### src/rtl/cpld_link_pkg.sv
// cpld_link_pkg: link command codes, signals-byte layout, sequencer states and per-state bus drive
package cpld_link_pkg;
  localparam logic [2:0] CMD_RD_SIGNALS = 3'b000;
  localparam logic [2:0] CMD_RD_LOW     = 3'b001;
  localparam logic [2:0] CMD_RD_HIGH    = 3'b010;
  localparam logic [2:0] CMD_RD_BUS     = 3'b011;
  localparam logic [2:0] CMD_WR_BUS     = 3'b100;
  localparam logic [2:0] CMD_WR_REG     = 3'b101;
  localparam logic [2:0] CMD_TURN       = 3'b110;
  localparam int SIG_APAR = 7;
  localparam int SIG_DPAR = 6;
  localparam int SIG_MREQ = 2;
  localparam int SIG_RD   = 1;
  localparam int SIG_M1   = 0;
  typedef enum logic [3:0] {
    S_IDLE, S_SIG, S_LO, S_HI, S_BUS, S_CHECK, S_PUSH, S_RSP, S_WRB, S_REGW, S_REL
  } state_t;
  function automatic logic [2:0] cmd_of(state_t s, logic [7:0] t);
    return s == S_SIG ? CMD_RD_SIGNALS :
           s == S_LO  ? CMD_RD_LOW :
           s == S_HI  ? CMD_RD_HIGH :
           s == S_BUS ? CMD_RD_BUS :
           (s != S_WRB && s != S_REGW) ? CMD_RD_SIGNALS :
           t == 8'd2 ? (s == S_WRB ? CMD_WR_BUS : CMD_WR_REG) :
           t == 8'd4 ? CMD_RD_SIGNALS : CMD_TURN;
  endfunction
  function automatic logic oe_of(state_t s, logic [7:0] t);
    return (s == S_WRB || s == S_REGW) && t >= 8'd1 && t <= 8'd3;
  endfunction
endpackage

### src/rtl/act_sync.sv
// act_sync: two-flop synchronizer for the Z80 activity strobe with edge pulses, idle-high
module act_sync (
  input  logic CLK,
  input  logic RST,
  input  logic ACT,
  output logic lvl,
  output logic fall,
  output logic rise
);
  logic s1, s2, s3;
  // shift the strobe through two sync stages plus one edge-detect stage
  always_ff @(posedge CLK) begin
    if (RST) {s1, s2, s3} <= 3'b111;
    else {s1, s2, s3} <= {ACT, s1, s2};
  end
  assign lvl  = s2;
  assign fall = s3 & ~s2;
  assign rise = ~s3 & s2;
endmodule

### src/rtl/cpld_bus_sequencer.sv
// cpld_bus_sequencer: reads Z80 cycles from the CPLD, hands them to the host, writes data back
module cpld_bus_sequencer
  import cpld_link_pkg::*;
#(
  parameter int SETTLE    = 2,
  parameter int MAX_RETRY = 3,
  parameter int TIMEOUT   = 255
) (
  input  logic        CLK,
  input  logic        RST,
  input  logic        ACT,
  output logic [2:0]  CMD,
  input  logic [7:0]  D_IN,
  output logic [7:0]  D_OUT,
  output logic        D_OE,
  output logic        cyc_valid,
  input  logic        cyc_ready,
  output logic [15:0] cyc_addr,
  output logic [7:0]  cyc_data,
  output logic        cyc_is_io,
  output logic        cyc_is_wr,
  output logic        cyc_m1,
  input  logic        rsp_valid,
  input  logic [7:0]  rsp_data,
  output logic        rsp_ready,
  input  logic        reg_req,
  input  logic [7:0]  reg_data,
  output logic        reg_ack,
  output logic        err_parity,
  output logic        err_timeout
);
  state_t state, state_nxt;
  logic [7:0] cnt, cnt_nxt, sig, lo, hi, dat, retry;
  logic [15:0] tmo;
  logic [2:0] sig_unused;
  logic act_lvl, act_fall, act_rise, last, par_ok, tmo_hit, start;
  act_sync u_sync (.CLK(CLK), .RST(RST), .ACT(ACT), .lvl(act_lvl), .fall(act_fall), .rise(act_rise));
  assign cyc_addr   = {hi, lo};
  assign cyc_data   = dat;
  assign cyc_is_io  = sig[SIG_MREQ];
  assign cyc_is_wr  = sig[SIG_RD];
  assign cyc_m1     = ~sig[SIG_M1];
  assign sig_unused = sig[5:3];
  assign last    = cnt == 8'(SETTLE - 1);
  assign tmo_hit = (state == S_PUSH || state == S_RSP) && tmo == 16'(TIMEOUT);
  assign start   = state == S_IDLE && state_nxt == S_SIG;
  assign par_ok  = ((^cyc_addr ^ ~cyc_is_io ^ sig[SIG_MREQ] ^ sig[SIG_RD] ^ sig[SIG_M1]) == sig[SIG_APAR])
                   && (!cyc_is_wr || ^dat == sig[SIG_DPAR]);
  // next state; the phase counter restarts on every state change
  always_comb begin
    state_nxt = state;
    case (state)
      S_IDLE:  state_nxt = act_fall ? S_SIG : reg_req ? S_REGW : S_IDLE;
      S_SIG:   state_nxt = act_rise ? S_IDLE : last ? S_LO : S_SIG;
      S_LO:    state_nxt = act_rise ? S_IDLE : last ? S_HI : S_LO;
      S_HI:    state_nxt = act_rise ? S_IDLE : !last ? S_HI : cyc_is_wr ? S_BUS : S_CHECK;
      S_BUS:   state_nxt = act_rise ? S_IDLE : last ? S_CHECK : S_BUS;
      S_CHECK: state_nxt = act_rise ? S_IDLE : par_ok ? S_PUSH : retry < 8'(MAX_RETRY) ? S_SIG : S_REL;
      S_PUSH:  state_nxt = tmo_hit ? S_REL : !cyc_ready ? S_PUSH : cyc_is_wr ? S_REL : S_RSP;
      S_RSP:   state_nxt = tmo_hit ? S_REL : rsp_valid ? S_WRB : S_RSP;
      S_WRB:   state_nxt = cnt == 8'd4 ? S_REL : S_WRB;
      S_REGW:  state_nxt = cnt == 8'd4 ? S_IDLE : S_REGW;
      S_REL:   state_nxt = act_lvl ? S_IDLE : S_REL;
      default: state_nxt = S_IDLE;
    endcase
    cnt_nxt = state_nxt == state ? cnt + 8'd1 : 8'd0;
  end
  // state, captured bytes, and outputs registered from the upcoming state
  always_ff @(posedge CLK) begin
    if (RST) begin
      state <= S_IDLE;
      cnt <= '0;
      {sig, lo, hi, dat, retry, tmo} <= '0;
      {CMD, D_OUT, D_OE} <= '0;
      {cyc_valid, rsp_ready, reg_ack, err_parity, err_timeout} <= '0;
    end else begin
      state <= state_nxt;
      cnt <= cnt_nxt;
      sig <= last && state == S_SIG ? D_IN : sig;
      lo  <= last && state == S_LO  ? D_IN : lo;
      hi  <= last && state == S_HI  ? D_IN : hi;
      dat <= last && state == S_BUS ? D_IN : dat;
      retry <= start ? 8'd0 : state == S_CHECK && state_nxt == S_SIG ? retry + 8'd1 : retry;
      tmo <= start ? 16'd0 : (state == S_PUSH || state == S_RSP) ? tmo + 16'd1 : tmo;
      CMD <= cmd_of(state_nxt, cnt_nxt);
      D_OE <= oe_of(state_nxt, cnt_nxt);
      D_OUT <= state == S_IDLE && state_nxt == S_REGW ? reg_data :
               state == S_RSP && state_nxt == S_WRB ? rsp_data : D_OUT;
      cyc_valid <= state_nxt == S_PUSH;
      rsp_ready <= state_nxt == S_RSP;
      reg_ack <= state_nxt == S_REGW && cnt_nxt == 8'd4;
      err_parity <= state == S_CHECK && state_nxt == S_REL;
      err_timeout <= tmo_hit;
    end
  end
endmodule
### config.mk
export PLATFORM = sky130hd
export DESIGN_NAME = cpld_bus_sequencer
export DESIGN_NICKNAME = d
export VERILOG_FILES = /design/src/rtl/cpld_link_pkg.sv /design/src/rtl/act_sync.sv /design/src/rtl/cpld_bus_sequencer.sv
export SDC_FILE = /design/constraint.sdc
export NUM_CORES = 1
export LEC_CHECK = 0
export CAP_MARGIN = 20
export CORE_ASPECT_RATIO = 1.5
export CORE_MARGIN = 8
export CORE_UTILIZATION = 45
export CTS_BUF_LIST = sky130_fd_sc_hd__clkbuf_8
export CTS_CLUSTER_DIAMETER = 40
export DETAILED_ROUTE_END_ITERATION = 10
export MAX_ROUTING_LAYER = met4
export PLACE_DENSITY = 0.7
export SLEW_MARGIN = 20
export SYNTH_ARGS = -nofsm -noshare
export SYNTH_HDL_FRONTEND = slang
export SYNTH_SLANG_ARGS = --single-unit
### constraint.sdc
create_clock -name CLK -period 3.4 [get_ports CLK]
set_input_delay 0.34 -clock CLK [delete_from_list [all_inputs] [get_ports CLK]]
set_output_delay 0.34 -clock CLK [all_outputs]
set_load 0.1 [all_outputs]
==> metrics.txt <==
I/O Buffers=73; Post-synth ARST share=0%; Row Count=43; switching pwr=0.938 mW; Hold WC Path Type=reg2reg; Worst R2R Path Depth=9; DR pass1 iterations=4; clk root buf=clkbuf_8; Synth Area per Inst=9.15 um^2; clock slew at reported path FFs=0.08 ns; crit path time final=between 3 and 4 ns; status=finished, final reports clean; CP startpoint=cnt[0]; post-synth top area cell=dfxtp_1; number of global-route vias before repair=3,382; top cell type's share of synthesized area=41.0%; syn_nets=489; mean number of vias per cell=about 5.2; CTS Buf Count=9; clk sinks=85; Switching Share=35.5%; xor/xnor share of the synthesized area=a little over a tenth; final setup TNS=0 ns; Die Ht=~130 um; via count=3,335; Worst R2R Setup Slack=0.31 ns; Worst-Skew Late Latency=0.36 ns; number of remaining DRC errors=0; RSZ-0062 raised after global routing=false; setup skew after layout=0.00460 ns; internal power=between 1.5 and 2 mW; gr ovfl total=0; WL/cell=~15 um; share of layout cells above drive strength 1=7.41%; Pins Over Slew Limit=0; crit path kind=reg2reg; Main synth FF type=dfxtp_1; Simple-Gate Fraction of Synth Area=24.7%; post-synthesis adder-cell area fraction=under 10%; Max Clk Rate=324 MHz; DRT antenna net count=0; H-Tree Depth=3; register bit total from synthesis=85; Final Hold Vio Count=0; Netlist Area Pre-Place=0.00416 mm^2; Post-Synthesis Cells=454; CORE AREA=0.00909 mm^2; # Post-CTS Setup Buffers=0; VDD IR max=~0.00047 V; die area=0.0126 mm^2; max-capacitance violation count=0; RePlAce Congestion=0.906; ant diodes=0; detailed placer's ending HPWL=7350 um; first-pass GRT wire length=~16,000 um; nets=~560; final period utilization=90.8%; Reg power frac=41.8%; critical path required time=between 3 and 4 ns; Synth Warn #=0; cts repair resizes=0; P&R area growth vs syn=23.3%; Worst setup endpoint=reg_ack; WHS=0.413 ns; R2R Path End=reg_ack; CP Data Arrival Time=roughly 3.3 ns; sequential share of the synthesized area=approximately two fifths; startpoint types=flop; hold buffers post-CTS=0; main combinational cell family by area after synthesis=simple AND/OR/NAND/NOR gates; initial antenna violation count=0; Slew headroom=about a third; Compound-Gate Fraction of Synth Area=roughly 7.5%; Die Wd=between 90 and 100 um; RR Startpoint=cnt[0]; Overall Global Routing Usage=about 17%; Static Leak=between 2 and 2.5 nW; most common cell after layout, fill and taps aside=nor2_1; worst-path maximum fanout=8; Initial DRC Count=136; most frequent cells in the layout=95 x nor2_1, 85 x dfxtp_1, 72 x clkdlybuf4s50_1, 41 x mux2i_1, 30 x xnor2_1; Logic pwr share=29.0%; drt total wl=9760 um; Clock Tree Buf Depth=2; CTS tree=done; endpoints failing setup=0; number of synthesized flops with an enable pin=0; Worst-Margin Slew=approximately 1 ns; clock share of power=29.2%; mux contribution to synthesized area=under 10%; Ports=74; cell area power density=516 mW/mm^2; Initial Utilization=45.7%; Worst Setup End Kind=flop; largest net degree at the start of global routing=54; Synth cell types=57; Area contributors post-synth=dfxtp_1 41%, mux2i_1 9.9%, nor2_1 8.6%, xnor2_1 6.3%, xor2_1 3.6%
[how the worst min path moves through the flow]
stage | from | depth (start not counted) | end | slack (ns)
5_1_grt | u_sync.s1 | 1 | u_sync.lvl | 0.45
3_5_place_dp | u_sync.s1 | 1 | u_sync.lvl | 0.39
4_1_cts | u_sync.s1 | 1 | u_sync.lvl | 0.42
2_1_floorplan | u_sync.s1 | 1 | u_sync.lvl | 0.39
6_report | u_sync.s1 | 1 | u_sync.lvl | 0.41
3_3_place_gp | u_sync.s1 | 1 | u_sync.lvl | 0.40
[worst max-delay path, stage by stage, from the launching register on]
cell	delay, ns
dfxtp_1	0.46
ha_1	0.18
nor3b_1	0.38
and2_1	0.33
mux2i_1	0.26
o311ai_2	0.12
nor3_4	0.36
xnor2_1	0.16
nor4b_1	0.41
nor4b_1	0.31
[through the flow]
step	total power [mW]	utilization, %	instances	setup WS, ns	area (um^2)
4_1_cts	2.66	56.3	638	0.331	5120
5_1_grt	2.76	56.3	638	0.0786	5120
3_5_place_dp	1.89	54.0	622	0.342	4910
3_3_place_gp	1.88	54.0	622	0.458	4910
6_report	2.64	56.3	638	0.313	5120
2_1_floorplan	1.73	-	454	0.318	4160
[sequential cells by signal (all words and copies together) (netlist names), 4 cells and up]
register  flops
state         4
retry         8
tmo          16
sig           5
hi            8
D_OUT         8
lo            8
cnt           8
cyc_data      8
[synth_stat cells (3+ instances only)]
library cell,number
nor2_1,95
dfxtp_1,85
mux2i_1,41
xnor2_1,30
nand2_1,21
xor2_1,17
nand3_1,15
inv_1,13
a21oi_1,11
a211oi_1,9
and3_1,8
clkbuf_1,8
buf_6,7
nand2b_1,7
nand4_1,6
nor4_1,6
o21ai_0,6
ha_1,5
nor2b_1,4
nor3_1,4
and2_1,3
buf_2,3
nor3_2,3
or2_2,3
[cell families after synthesis]
logic type	count (synthesis)
buffers and inverters	33
multiplexers	41
XOR/XNOR	49
flip-flops	85
AO/OA/AOI/OAI	43
adder cells (fa/ha/maj)	5
AND/OR/NAND/NOR	198
[layout make-up]
cell class,instances,area (um^2)
clock buffers,9,124
flip-flops and latches,85,1700
well taps,112,140
fillers,821,3970
inverters,13,48.8
clock inverters,7,91.3
repair buffers,76,748
multi-input cells,336,2270
[power groups by stage]
stage,combinational [mW],sequential [mW],clock (mW)
after global placement,0.757,1.13,0
after CTS,0.770,1.10,0.788
final,0.767,1.11,0.771
after global routing,0.816,1.12,0.829
after detailed placement,0.766,1.13,0
after floorplan,0.409,1.32,0
[layer usage]
metal,share of wire [%],track usage [%],vias up,routed length [um]
li1,-,-,1686,-
met1,41,18.0,1589,4020
met2,54,28.7,46,5290
met3,2.4,2.82,14,231
met4,2.2,6.80,0,218
met5,0,-,-,0
No activity file was read; power rests on OpenSTA's default activity.
